**src/rtl/mult_div_unit_if.sv**
```systemverilog
// mult_div_unit_if -- request/result bundle for the multiply/divide unit.
//   op_a, op_b : operands (dividend / divisor for divides)
//   op         : 00 MULT, 01 MULTU, 10 DIV, 11 DIVU
//   start      : one-cycle request, operands sampled on that edge
//   hi_wr/lo_wr/wr_data : MTHI / MTLO writes
//   hi, lo     : result registers
//   busy, done : operation in progress / one-cycle completion pulse
interface mult_div_unit_if;
  logic [31:0] op_a;
  logic [31:0] op_b;
  logic [1:0]  op;
  logic        start;
  logic        hi_wr;
  logic        lo_wr;
  logic [31:0] wr_data;
  logic [31:0] hi;
  logic [31:0] lo;
  logic        busy;
  logic        done;

  modport master (
    output op_a, op_b, op, start, hi_wr, lo_wr, wr_data,
    input  hi, lo, busy, done
  );

  modport slave (
    input  op_a, op_b, op, start, hi_wr, lo_wr, wr_data,
    output hi, lo, busy, done
  );
endinterface

```
**src/rtl/mult_div_unit.sv**
```systemverilog
// mult_div_unit -- iterative 32-bit multiply/divide unit with HI/LO registers.
//   clk  : rising-edge clock
//   rst  : synchronous active-high reset
//   bus  : mult_div_unit_if.slave (operands, op, start, MTHI/MTLO, hi/lo, busy, done)
// An operation takes 32 iterations on operand magnitudes plus one fix-up
// cycle that applies signs and writes hi/lo: done pulses 33 cycles after start.
module mult_div_unit (
  input  logic           clk,
  input  logic           rst,
  mult_div_unit_if.slave bus
);

  localparam logic [1:0] IDLE = 2'd0;
  localparam logic [1:0] RUN  = 2'd1;
  localparam logic [1:0] FIN  = 2'd2;

  logic [1:0]  state_reg;
  logic [5:0]  cnt_reg;
  logic        is_div_reg;
  logic        neg_res_reg;   // operand signs differ: negate product / quotient
  logic        neg_rem_reg;   // dividend negative: negate remainder
  logic        div_zero_reg;
  logic [63:0] acc_reg;       // product, or {remainder, quotient/dividend}
  logic [63:0] mcand_reg;     // multiplicand, shifted left each iteration
  logic [31:0] b_reg;         // multiplier (shifted right) or divisor
  logic [31:0] hi_reg;
  logic [31:0] lo_reg;
  logic        done_reg;

  // Operand capture terms
  logic        signed_op;
  logic        a_neg;
  logic        b_neg;
  logic [31:0] a_mag;
  logic [31:0] b_mag;

  // One iteration of each datapath
  logic [63:0] mul_next;
  logic [32:0] rem_shift;
  logic [32:0] diff;
  logic [63:0] div_next;

  // Sign fix-up applied in FIN
  logic [63:0] prod_fix;
  logic [31:0] quot_fix;
  logic [31:0] rem_fix;

  always_comb begin
    signed_op = ~bus.op[0];
    a_neg     = signed_op & bus.op_a[31];
    b_neg     = signed_op & bus.op_b[31];
    a_mag     = a_neg ? (32'd0 - bus.op_a) : bus.op_a;
    b_mag     = b_neg ? (32'd0 - bus.op_b) : bus.op_b;
  end

  always_comb begin
    mul_next = acc_reg + (b_reg[0] ? mcand_reg : 64'd0);

    // Restoring step: shift the partial remainder left, pull in the next
    // dividend bit, and keep the difference only if it did not go negative.
    // The partial remainder stays below the divisor, so 33 bits suffice.
    rem_shift = acc_reg[63:31];
    diff      = rem_shift - {1'b0, b_reg};
    if (!diff[32]) begin
      div_next = {diff[31:0], acc_reg[30:0], 1'b1};
    end else begin
      div_next = {acc_reg[62:0], 1'b0};
    end
  end

  always_comb begin
    prod_fix = neg_res_reg ? (64'd0 - acc_reg) : acc_reg;
    // Divide by zero leaves an all-ones quotient regardless of signs; the
    // remainder path already reproduces the original dividend.
    quot_fix = (neg_res_reg && !div_zero_reg) ? (32'd0 - acc_reg[31:0]) : acc_reg[31:0];
    rem_fix  = neg_rem_reg ? (32'd0 - acc_reg[63:32]) : acc_reg[63:32];
  end

  always_ff @(posedge clk) begin
    if (rst) begin
      state_reg    <= IDLE;
      cnt_reg      <= 6'd0;
      is_div_reg   <= 1'b0;
      neg_res_reg  <= 1'b0;
      neg_rem_reg  <= 1'b0;
      div_zero_reg <= 1'b0;
      acc_reg      <= 64'd0;
      mcand_reg    <= 64'd0;
      b_reg        <= 32'd0;
      hi_reg       <= 32'd0;
      lo_reg       <= 32'd0;
      done_reg     <= 1'b0;
    end else begin
      done_reg <= 1'b0;
      case (state_reg)
        IDLE: begin
          if (bus.start) begin
            // A coincident MTHI/MTLO is dropped: start wins.
            state_reg    <= RUN;
            cnt_reg      <= 6'd0;
            is_div_reg   <= bus.op[1];
            neg_res_reg  <= a_neg ^ b_neg;
            neg_rem_reg  <= a_neg;
            div_zero_reg <= bus.op[1] & (bus.op_b == 32'd0);
            b_reg        <= b_mag;
            if (bus.op[1]) begin
              acc_reg   <= {32'd0, a_mag};
              mcand_reg <= 64'd0;
            end else begin
              acc_reg   <= 64'd0;
              mcand_reg <= {32'd0, a_mag};
            end
          end else begin
            if (bus.hi_wr) hi_reg <= bus.wr_data;
            if (bus.lo_wr) lo_reg <= bus.wr_data;
          end
        end
        RUN: begin
          if (is_div_reg) begin
            acc_reg <= div_next;
          end else begin
            acc_reg   <= mul_next;
            mcand_reg <= {mcand_reg[62:0], 1'b0};
            b_reg     <= {1'b0, b_reg[31:1]};
          end
          cnt_reg <= cnt_reg + 6'd1;
          if (cnt_reg == 6'd31) state_reg <= FIN;
        end
        FIN: begin
          if (is_div_reg) begin
            hi_reg <= rem_fix;
            lo_reg <= quot_fix;
          end else begin
            hi_reg <= prod_fix[63:32];
            lo_reg <= prod_fix[31:0];
          end
          done_reg  <= 1'b1;
          state_reg <= IDLE;
        end
        default: state_reg <= IDLE;
      endcase
    end
  end

  assign bus.hi   = hi_reg;
  assign bus.lo   = lo_reg;
  assign bus.busy = (state_reg != IDLE);
  assign bus.done = done_reg;

endmodule

```
**src/flat_wrapper.sv**
```systemverilog
// flat-port wrapper written by rule: the top's interface ports become plain ports
module mult_div_unit_flat 
  (clk, rst, bus_op_a, bus_op_b, bus_op, bus_start, bus_hi_wr, bus_lo_wr, bus_wr_data, bus_hi, bus_lo, bus_busy, bus_done);
  mult_div_unit_if bus_i ();
  input  logic clk;
  input  logic rst;
  input wire logic [$bits(bus_i.op_a)-1:0] bus_op_a;
  input wire logic [$bits(bus_i.op_b)-1:0] bus_op_b;
  input wire logic [$bits(bus_i.op)-1:0] bus_op;
  input wire logic [$bits(bus_i.start)-1:0] bus_start;
  input wire logic [$bits(bus_i.hi_wr)-1:0] bus_hi_wr;
  input wire logic [$bits(bus_i.lo_wr)-1:0] bus_lo_wr;
  input wire logic [$bits(bus_i.wr_data)-1:0] bus_wr_data;
  output wire logic [$bits(bus_i.hi)-1:0] bus_hi;
  output wire logic [$bits(bus_i.lo)-1:0] bus_lo;
  output wire logic [$bits(bus_i.busy)-1:0] bus_busy;
  output wire logic [$bits(bus_i.done)-1:0] bus_done;
  assign bus_i.op_a = bus_op_a;
  assign bus_i.op_b = bus_op_b;
  assign bus_i.op = bus_op;
  assign bus_i.start = bus_start;
  assign bus_i.hi_wr = bus_hi_wr;
  assign bus_i.lo_wr = bus_lo_wr;
  assign bus_i.wr_data = bus_wr_data;
  assign bus_hi = bus_i.hi;
  assign bus_lo = bus_i.lo;
  assign bus_busy = bus_i.busy;
  assign bus_done = bus_i.done;
  mult_div_unit u_core (.clk(clk), .rst(rst), .bus(bus_i));
endmodule
```
**config.mk**
```make
export PLATFORM = sky130hd
export DESIGN_NAME = mult_div_unit_flat
export DESIGN_NICKNAME = d
export VERILOG_FILES = /design/src/rtl/mult_div_unit_if.sv /design/src/rtl/mult_div_unit.sv /design/src/flat_wrapper.sv
export SDC_FILE = /design/constraint.sdc
export NUM_CORES = 1
export LEC_CHECK = 0
export ABC_CLOCK_PERIOD_IN_PS = 10200
export CAP_MARGIN = 20
export CORE_UTILIZATION = 55
export DETAILED_ROUTE_END_ITERATION = 7
export GPL_TIMING_DRIVEN = 0
export PLACE_DENSITY = 0.83
export SLEW_MARGIN = 20
export SYNTH_ARGS = -nofsm -noshare
export SYNTH_HDL_FRONTEND = slang
export SYNTH_SLANG_ARGS = --single-unit
```
**constraint.sdc**
```tcl
create_clock -name clk -period 10.2 [get_ports clk]
set_input_delay 1.02 -clock clk [delete_from_list [all_inputs] [get_ports clk]]
set_output_delay 1.02 -clock clk [all_outputs]
set_load 0.005 [all_outputs]
```
# Word level (Yosys, flattened, before mapping)
# Index checks and enable logic that the tools add are counted.
[totals]
regBits = 237
output_inout_bits = 66
wordCells = 79
[op_classes]
addsub = 8
eq_ne = 9
n_mux = 32
bitwise = 5
reduce_logical = 13
[ops]
columns = ["cell", "count"]
rows = [
  ["32-bit 2-to-1 mux", 14],
  ["64-bit 2-to-1 mux", 7],
  ["64-bit case mux with 2 select lines", 2],
  ["32-bit case mux with 2 select lines", 3],
  ["1-bit by 32-bit subtractor with 32-bit output, first input constant", 4],
  ["64-bit adder", 1],
  ["1-bit by 64-bit subtractor with 64-bit output, first input constant", 1],
  ["33-bit by 32-bit subtractor with 33-bit output", 1],
  ["32-bit zero test", 1],
  ["6-bit case mux with 2 select lines", 1],
  ["2-bit inequality test, second input constant", 5],
  ["3-bit AND reduction", 3],
  ["6-bit by 1-bit adder with 6-bit output, second input constant", 1],
  ["6-bit by 5-bit == test with 1-bit output, second input constant", 1],
  ["6-bit 2-to-1 mux", 1],
  ["2-bit AND reduction", 3],
  ["2-bit nonzero test", 3],
  ["2-bit 2-to-1 mux", 2],
  ["2-bit case mux with 2 select lines", 1],
  ["1-bit bitwise AND", 3],
  ["2-bit by 1-bit == test with 1-bit output, second input constant", 1],
  ["2-bit == test, second input constant", 1],
  ["2-bit zero test", 1],
  ["2-bit by 1-bit inequality test with 1-bit output, second input constant", 1],
  ["other kinds (5)", 5],
]

# Depth between registers and ports, before layout
# Gate-level depths: netlist of run 1.
[logic_depth]
depth_word = 6
depth_mapped = 16
ltp_nobuf = 14

# Least setup slack after synthesis of run 1
# Ideal clock, no wire load.
[synth_path]
path_type = "flip-flop to flip-flop"
startpoint = "register u_core.b_reg[0]"
endpoint = "register u_core.acc_reg[53]"
setup_ps = 122
arrival_ps = 3439
required_ps = 10078
path_slack_ps = 6639
stages_incl_launch_ff = 15
n_path_buf = 2
cell_sequence = "dfxtp_1 > clkbuf_1 > clkbuf_1 > and2_1 > ha_1 > o21ai_0 > o211ai_1 > nand2_1 > o311a_1 > o31ai_1 > a21oi_1 > o21ai_0 > a21oi_1 > xnor2_1 > a221o_1"
[synth_via]
elab_chain_len = 4
word_cells_on_any_way = 6
[synth_lines]
columns = ["element", "line", "rtl"]
rows = [
  ["start: declaration", "mult_div_unit.sv:25", "logic [31:0] b_reg;"],
  ["start signal: assignment", "mult_div_unit.sv:105", "b_reg <= b_mag;"],
  ["start signal: assignment", "mult_div_unit.sv:124", "b_reg <= {1'b0, b_reg[31:1]};"],
  ["64-bit 2-to-1 mux or 33-bit by 32-bit subtractor with 33-bit output (tied branches)", "mult_div_unit.sv:57, mult_div_unit.sv:63", ""],
  ["64-bit adder or 64-bit 2-to-1 mux (tied branches)", "mult_div_unit.sv:57, mult_div_unit.sv:64", ""],
  ["64-bit 2-to-1 mux (*)", "mult_div_unit.sv:119", "if (is_div_reg) begin"],
  ["64-bit case mux with 2 select lines (*)", "mult_div_unit.sv:95", "case (state_reg)"],
  ["end signal: assignment", "mult_div_unit.sv:107", "acc_reg <= {32'd0, a_mag};"],
  ["end signal: assignment", "mult_div_unit.sv:120", "acc_reg <= div_next;"],
  ["end signal: assignment", "mult_div_unit.sv:122", "acc_reg <= mul_next;"],
  ["end: declaration", "mult_div_unit.sv:23", "logic [63:0] acc_reg;"],
]
# Mark *: on every way between the ends. The rest lies on a longest branch, timed or not.
# A chain may end at the register's enable or synchronous reset.

# Worst setup path after layout of run 1
# Ends and elaborated chain as after synthesis.

==> impl_metrics.tcl, run 1 <==
set metrics [dict create \
    power.switching_mw 1.020 \
    setup_viol 0 \
    slowest_delay_ps 870 \
    hold_end "u_core.b_reg[1]$_SDFFE_PP0P_" \
    rsz0062_at_grt "no" \
    rows 67 \
    hold_path_class "reg2reg" \
    crit_family "compound AO/OA/AOI/OAI gates" \
    ir_drop_mv 0.1235 \
    grt_antenna_before_repair 1 \
    clockBufferDepth 3 \
    syn-num-nets 2783 \
    overflow 0 \
    drive_gt1_frac 0.02615 \
    grt_max_degree 14 \
    reg2regPathDepth 14 \
    viasPerCell 6.597 \
    fin_area_mm2 0.02222 \
    detail_route.first_pass.iterations 7 \
    layout_common_cells "350 x nor2_1, 237 x dfxtp_1, 219 x a21oi_1" \
    final_nets 2979 \
    rrSetupSlack_ps 4100 \
    dp_hpwl_um 62460 \
    place_inst 3193 \
    root_buffer "clkbuf_16" \
    ys.flop_type "dfxtp_1" \
    slew-limit-headroom 0.3272 \
    post-cts-setup-buffers 0 \
    cp_data_arrival_time_ps 6550 \
    insertion_delay_ps 570 \
    p_int_mw 1.938 \
    r2r_start "u_core.b_reg[0]$_SDFFE_PP0P_" \
    fin_cells 3241 \
    critPathCaptureType "register" \
    fin_crit_ps 6104 \
    wl_per_cell_um 24.12 \
    cts_buffers 27 \
    synth.distinct_cells 72 \
    total_power_mw 2.958 \
    clock_sinks 237 \
    ant_nets 0 \
    cts_resized 0 \
    ys_seq_elements 237 \
    synthCells 2578 \
    worst_setup_hold_path_clk_slew_ps 60 \
    crit_buf_inv 2 \
    route.detailed.drc 0 \
    postLayoutSetupSlackWorst_ps 4096 \
    status "completed" \
    drt-initial-drc-count 2573 \
    slowest_stage "o31ai_1" \
    finalSetupTns_ps 0 \
    synth_warnings 0 \
    start_util 0.5629 \
    pre_cts_slack_ps 4412 \
    p_comb_frac 0.276 \
    cp.required_ps 10650 \
    fin_skew_ps 12.81 \
    worstPathCellList "clkbuf_1 > clkbuf_1 > and2_1 > ha_1 > o21ai_0 > o211ai_1 > nand2_1 > o311a_1 > o31ai_1 > a21oi_1 > o21ai_0 > a21oi_1 > xnor2_1 > a221o_1" \
    p_leak_nw 8.675 \
    vias 21380 \
    io_buffer_count 167 \
    gp_congestion 1.104 \
    grt_pass1_vias 19790 \
    whs_ps 485.6 \
    layout_commonest_cell "nor2_1" \
    chipHeight_um 187.9 \
    slew_violations 0 \
    critical_path_class "reg2reg" \
    ios 169 \
    synthesis.area_mm2 0.01902 \
    hold_depth 2 \
    finalCritPeriodShare 0.5985 \
    cts-htree-levels 1 \
    max_slew.worst_pin.slew_ps 983.7 \
    netlist.top_cell.by_area "dfxtp_1" \
    seq_power_share 0.359 \
    finalWirelength_um 78160 \
    synth_top_area_frac 0.2495 \
    drv_cap 0 \
    grtUsageTotal 0.4285 \
    synth_edf_count 0 \
    dpl_cell_area_mm2 0.02125 \
    syn_area_per_cell_um2 7.377 \
    r2r-end "u_core.acc_reg[53]$_SDFFE_PP0P_" \
    cts_hold_buf 0 \
    holdCritStartpoint "u_core.b_reg[1]$_SDFFE_PP0P_" \
    yosys-top-cells-area "dfxtp_1 25%, nor2_1 6.9%, ha_1 6.6%" \
    cts_tree "yes" \
    final_util 0.6578 \
    yosysSeqAreaShare 0.2495 \
    pwr-share-clk 0.365 \
    power.density_mw_per_mm2 133.1 \
    async_flop_share 0 \
    max_freq_mhz 163.8 \
    core_mm2 0.03378 \
    cp-start-kind "register" \
    fp.dieW_um 187.9 \
    area_delta_synth_final_pct 16.85 \
    critical_path.max_fanout 10 \
    dieArea_mm2 0.03532 \
    p_sw_frac 0.3449 \
    report.final.hold_viol_count 0 \
    grt_pass1_wl_um 117000 \
]
[routing by layer]
| layer | share of wire | GRT usage |
|---|---|---|
| met2 | 0.41 | 0.6480 |
| met3 | 0.14 | 0.1348 |
| met1 | 0.41 | 0.5703 |
| met5 | 0 | 0 |
| met4 | 0.037 | 0.1523 |
[how the worst max path moves through the flow]
stage,from,slack [ps],end,depth (start not counted)
after floorplan,u_core.b_reg[0]$_SDFFE_PP0P_,6640,u_core.acc_reg[53]$_SDFFE_PP0P_,14
after global placement,u_core.b_reg[0]$_SDFFE_PP0P_,4390,u_core.acc_reg[53]$_SDFFE_PP0P_,14
after detailed placement,u_core.b_reg[0]$_SDFFE_PP0P_,4410,u_core.acc_reg[53]$_SDFFE_PP0P_,14
after CTS,u_core.b_reg[0]$_SDFFE_PP0P_,4390,u_core.acc_reg[53]$_SDFFE_PP0P_,14
after global routing,u_core.b_reg[0]$_SDFFE_PP0P_,4140,u_core.acc_reg[53]$_SDFFE_PP0P_,14
final,u_core.b_reg[0]$_SDFFE_PP0P_,4100,u_core.acc_reg[53]$_SDFFE_PP0P_,14
[Yosys cell counts (6+ instances only)]
| master | number |
|---|---|
| nor2_1 | 350 |
| dfxtp_1 | 237 |
| a21oi_1 | 219 |
| nand2_1 | 205 |
| clkbuf_1 | 161 |
| o21ai_0 | 143 |
| a211oi_1 | 109 |
| xor2_1 | 102 |
| ha_1 | 100 |
| xnor2_1 | 98 |
| inv_1 | 80 |
| mux2i_1 | 74 |
| and2_1 | 73 |
| nor3_1 | 65 |
| a21o_1 | 53 |
| nand3_1 | 50 |
| a22oi_1 | 48 |
| o211ai_1 | 40 |
| a221oi_1 | 35 |
| o31ai_1 | 27 |
| nand4_1 | 26 |
| o21bai_1 | 25 |
| nor4_1 | 21 |
| o22ai_1 | 21 |
| a31oi_1 | 16 |
| or3_1 | 15 |
| buf_1 | 14 |
| nand2b_1 | 14 |
| nor2b_1 | 13 |
| o41ai_1 | 12 |
| o21a_1 | 10 |
| or4_1 | 10 |
| a221o_1 | 8 |
| a311oi_1 | 8 |
| a41oi_1 | 8 |
| and3_1 | 8 |
| o221ai_1 | 6 |
[final cells by class]
| type | instances | area, µm² |
|---|---|---|
| well taps | 448 | 560.5 |
| plain buffers | 179 | 676.9 |
| fillers | 2954 | 11560 |
| flip-flops and latches | 237 | 4745 |
| diodes | 1 | 2.502 |
| multi-input cells | 2082 | 13300 |
| inverters | 80 | 300.3 |
| repair buffers | 167 | 1672 |
| clock buffers | 37 | 783.3 |
| clock inverters | 10 | 186.4 |
[power by group through the flow]
stage | clock [mW] | sequential (mW) | combinational, mW
after floorplan | 0 | 1.04 | 0.504
after global routing | 1.11 | 1.06 | 0.870
after global placement | 0 | 1.07 | 0.766
after detailed placement | 0 | 1.07 | 0.779
final | 1.08 | 1.06 | 0.818
after CTS | 1.07 | 1.05 | 0.785
[logic make-up (layout without fill, tap and decap cells)]
| family | after synthesis | in the layout | synth area share |
|---|---|---|---|
| AND/OR/NAND/NOR | 874 | 874 | 0.2120 |
| AO/OA/AOI/OAI | 832 | 832 | 0.2882 |
| buffers and inverters | 259 | 473 | 0.05139 |
| flip-flops | 237 | 237 | 0.2495 |
| XOR/XNOR | 200 | 200 | 0.09211 |
| adder cells (fa/ha/maj) | 102 | 102 | 0.06790 |
| multiplexers | 74 | 74 | 0.03895 |
| other | 0 | 1 | 0 |
[tightest hold or removal path, delay by kind of cell (launching register included)]
kind / cells / cell delay, ps
flip-flops: 1 / 330
AND/OR/NAND/NOR: 1 / 60
AO/OA/AOI/OAI: 1 / 50
Note: power is estimated with default switching activity, not from simulation.
==> inputs of run 2 (changes only) <==
Settings changed: ABC_CLOCK_PERIOD_IN_PS 10200 to 5450, CORE_UTILIZATION 55 to 54, PLACE_DENSITY 0.83 to 0.84.
Clock period 10.2 ns to 5.45 ns, I/O delays scaled along.
==> impl_metrics.tcl, run 2 (same netlist as run 1, synthesis figures left out) <==
set metrics [dict create \
    gp_congestion 1.058 \
    detail_route.first_pass.iterations 8 \
    io_buffer_count 167 \
    max_slew.worst_pin.slew_ps 1142 \
    layout_commonest_cell "nor2_1" \
    slew_violations 0 \
    root_buffer "clkbuf_16" \
    grt_pass1_vias 20280 \
    rows 68 \
    grt_antenna_before_repair 1 \
    chipHeight_um 189.7 \
    ios 169 \
    critPathCaptureType "register" \
    cp_data_arrival_time_ps 5870 \
    fin_area_mm2 0.02224 \
    drt-initial-drc-count 3234 \
    worst_setup_hold_path_clk_slew_ps 70 \
    wl_per_cell_um 25.18 \
    fin_skew_ps 20.32 \
    num_antenna_cells 0 \
    layout_common_cells "350 x nor2_1, 237 x dfxtp_1, 219 x a21oi_1" \
    drv_cap 0 \
    critical_path.max_fanout 10 \
    pre_cts_slack_ps -309.0 \
    setup_viol 0 \
    cts-htree-levels 1 \
    finalSetupTns_ps 0 \
    max_freq_mhz 185.0 \
    failed_checks "DRC" \
    clockBufferDepth 3 \
    p_leak_nw 8.677 \
    grt_pass1_wl_um 122700 \
    slew-limit-headroom 0.2387 \
    dieArea_mm2 0.03597 \
    fin_cells 3252 \
    place_inst 3200 \
    ir_drop_mv 0.2523 \
    cts_buffers 28 \
    status "finished, violations left" \
    ant_nets 0 \
    critical_path_class "reg2reg" \
    cp.required_ps 5910 \
    area_delta_synth_final_pct 16.94 \
    dpl_cell_area_mm2 0.02126 \
    grt_max_degree 15 \
    finalCritPeriodShare 0.9919 \
    insertion_delay_ps 590 \
    clock_sinks 237 \
    drive_gt1_frac 0.02824 \
    cp-start-kind "register" \
    rrSetupSlack_ps 40 \
    final_util 0.6422 \
    final_nets 2980 \
    viasPerCell 6.729 \
    cts_tree "yes" \
    vias 21880 \
    rsz0062_at_grt "no" \
    grtUsageTotal 0.4467 \
    power.density_mw_per_mm2 249.2 \
    fp.dieW_um 189.7 \
    total_power_mw 5.542 \
    postLayoutSetupSlackWorst_ps 44.35 \
    whs_ps 475.2 \
    dp_hpwl_um 64430 \
    finalWirelength_um 81890 \
    route.detailed.drc 1 \
    start_util 0.5492 \
    fin_crit_ps 5406 \
    core_mm2 0.03463 \
    report.final.hold_viol_count 0 \
    hold_path_class "reg2reg" \
    overflow 0 \
]
==> run 2: where the power goes <==
| part | internal [mW] | total, mW | switching (mW) | leakage [nW] |
|---|---|---|---|---|
| Combinational | 0.554 | 1.55 | 0.994 | 6.28 |
| Sequential | 1.84 | 1.99 | 0.148 | 1.94 |
| Clock | 1.15 | 2.01 | 0.852 | 0.464 |
==> run 2: critical path, stage by stage (launching register included) <==
cell and delay (ps):
dfxtp_1 420, clkbuf_2 400, clkbuf_1 510, and2_1 230, ha_1 220, fa_1 240, a21oi_1 120, nor2_1 180
o211ai_1 200, a21o_1 290, a2111oi_1 730, o211ai_1 380, a21oi_1 540, nor2_1 220, and4_1 240, or3_1 360
==> run 2: area by class of cell <==
type / instances / area (µm²)
inverter: 80 / 300.3
clock buffer: 36 / 770.7
clock inverter: 16 / 201.4
multi-input combinational: 2082 / 13300
fill: 2999 / 12390
tap: 455 / 569.3
timing repair buffer: 167 / 1672
sequential: 237 / 4745
buffer: 179 / 678.2
==> run 2: what timing repair did <==
item	in CTS	in global routing
resized for setup	3	2
setup endpoints to repair	5	7
hold endpoints to repair	0	0
pin swaps	0	0
hold buffers	0	0
buffers inserted	0	0
==> run 2: final timing paths <==
kind,start,cells past startpoint,to
worst min-delay path,u_core.div_zero_reg$_SDFFE_PP0P_,2,u_core.div_zero_reg$_SDFFE_PP0P_
worst max register to register,u_core.b_reg[0]$_SDFFE_PP0P_,15,u_core.acc_reg[60]$_SDFFE_PP0P_
worst max-delay path,u_core.b_reg[0]$_SDFFE_PP0P_,15,u_core.acc_reg[60]$_SDFFE_PP0P_
worst min register to register,u_core.div_zero_reg$_SDFFE_PP0P_,2,u_core.div_zero_reg$_SDFFE_PP0P_
==> run 2: layer usage <==
| layer | GRT usage | wire [µm] | share of wire | vias up |
|---|---|---|---|---|
| li1 | - | - | - | 9760 |
| met1 | 0.5969 | 32820 | 0.40 | 10220 |
| met2 | 0.6744 | 33830 | 0.41 | 1612 |
| met3 | 0.1214 | 11540 | 0.14 | 286 |
| met4 | 0.1833 | 3621 | 0.044 | 2 |
| met5 | 0.01648 | 84 | 0.0010 | - |
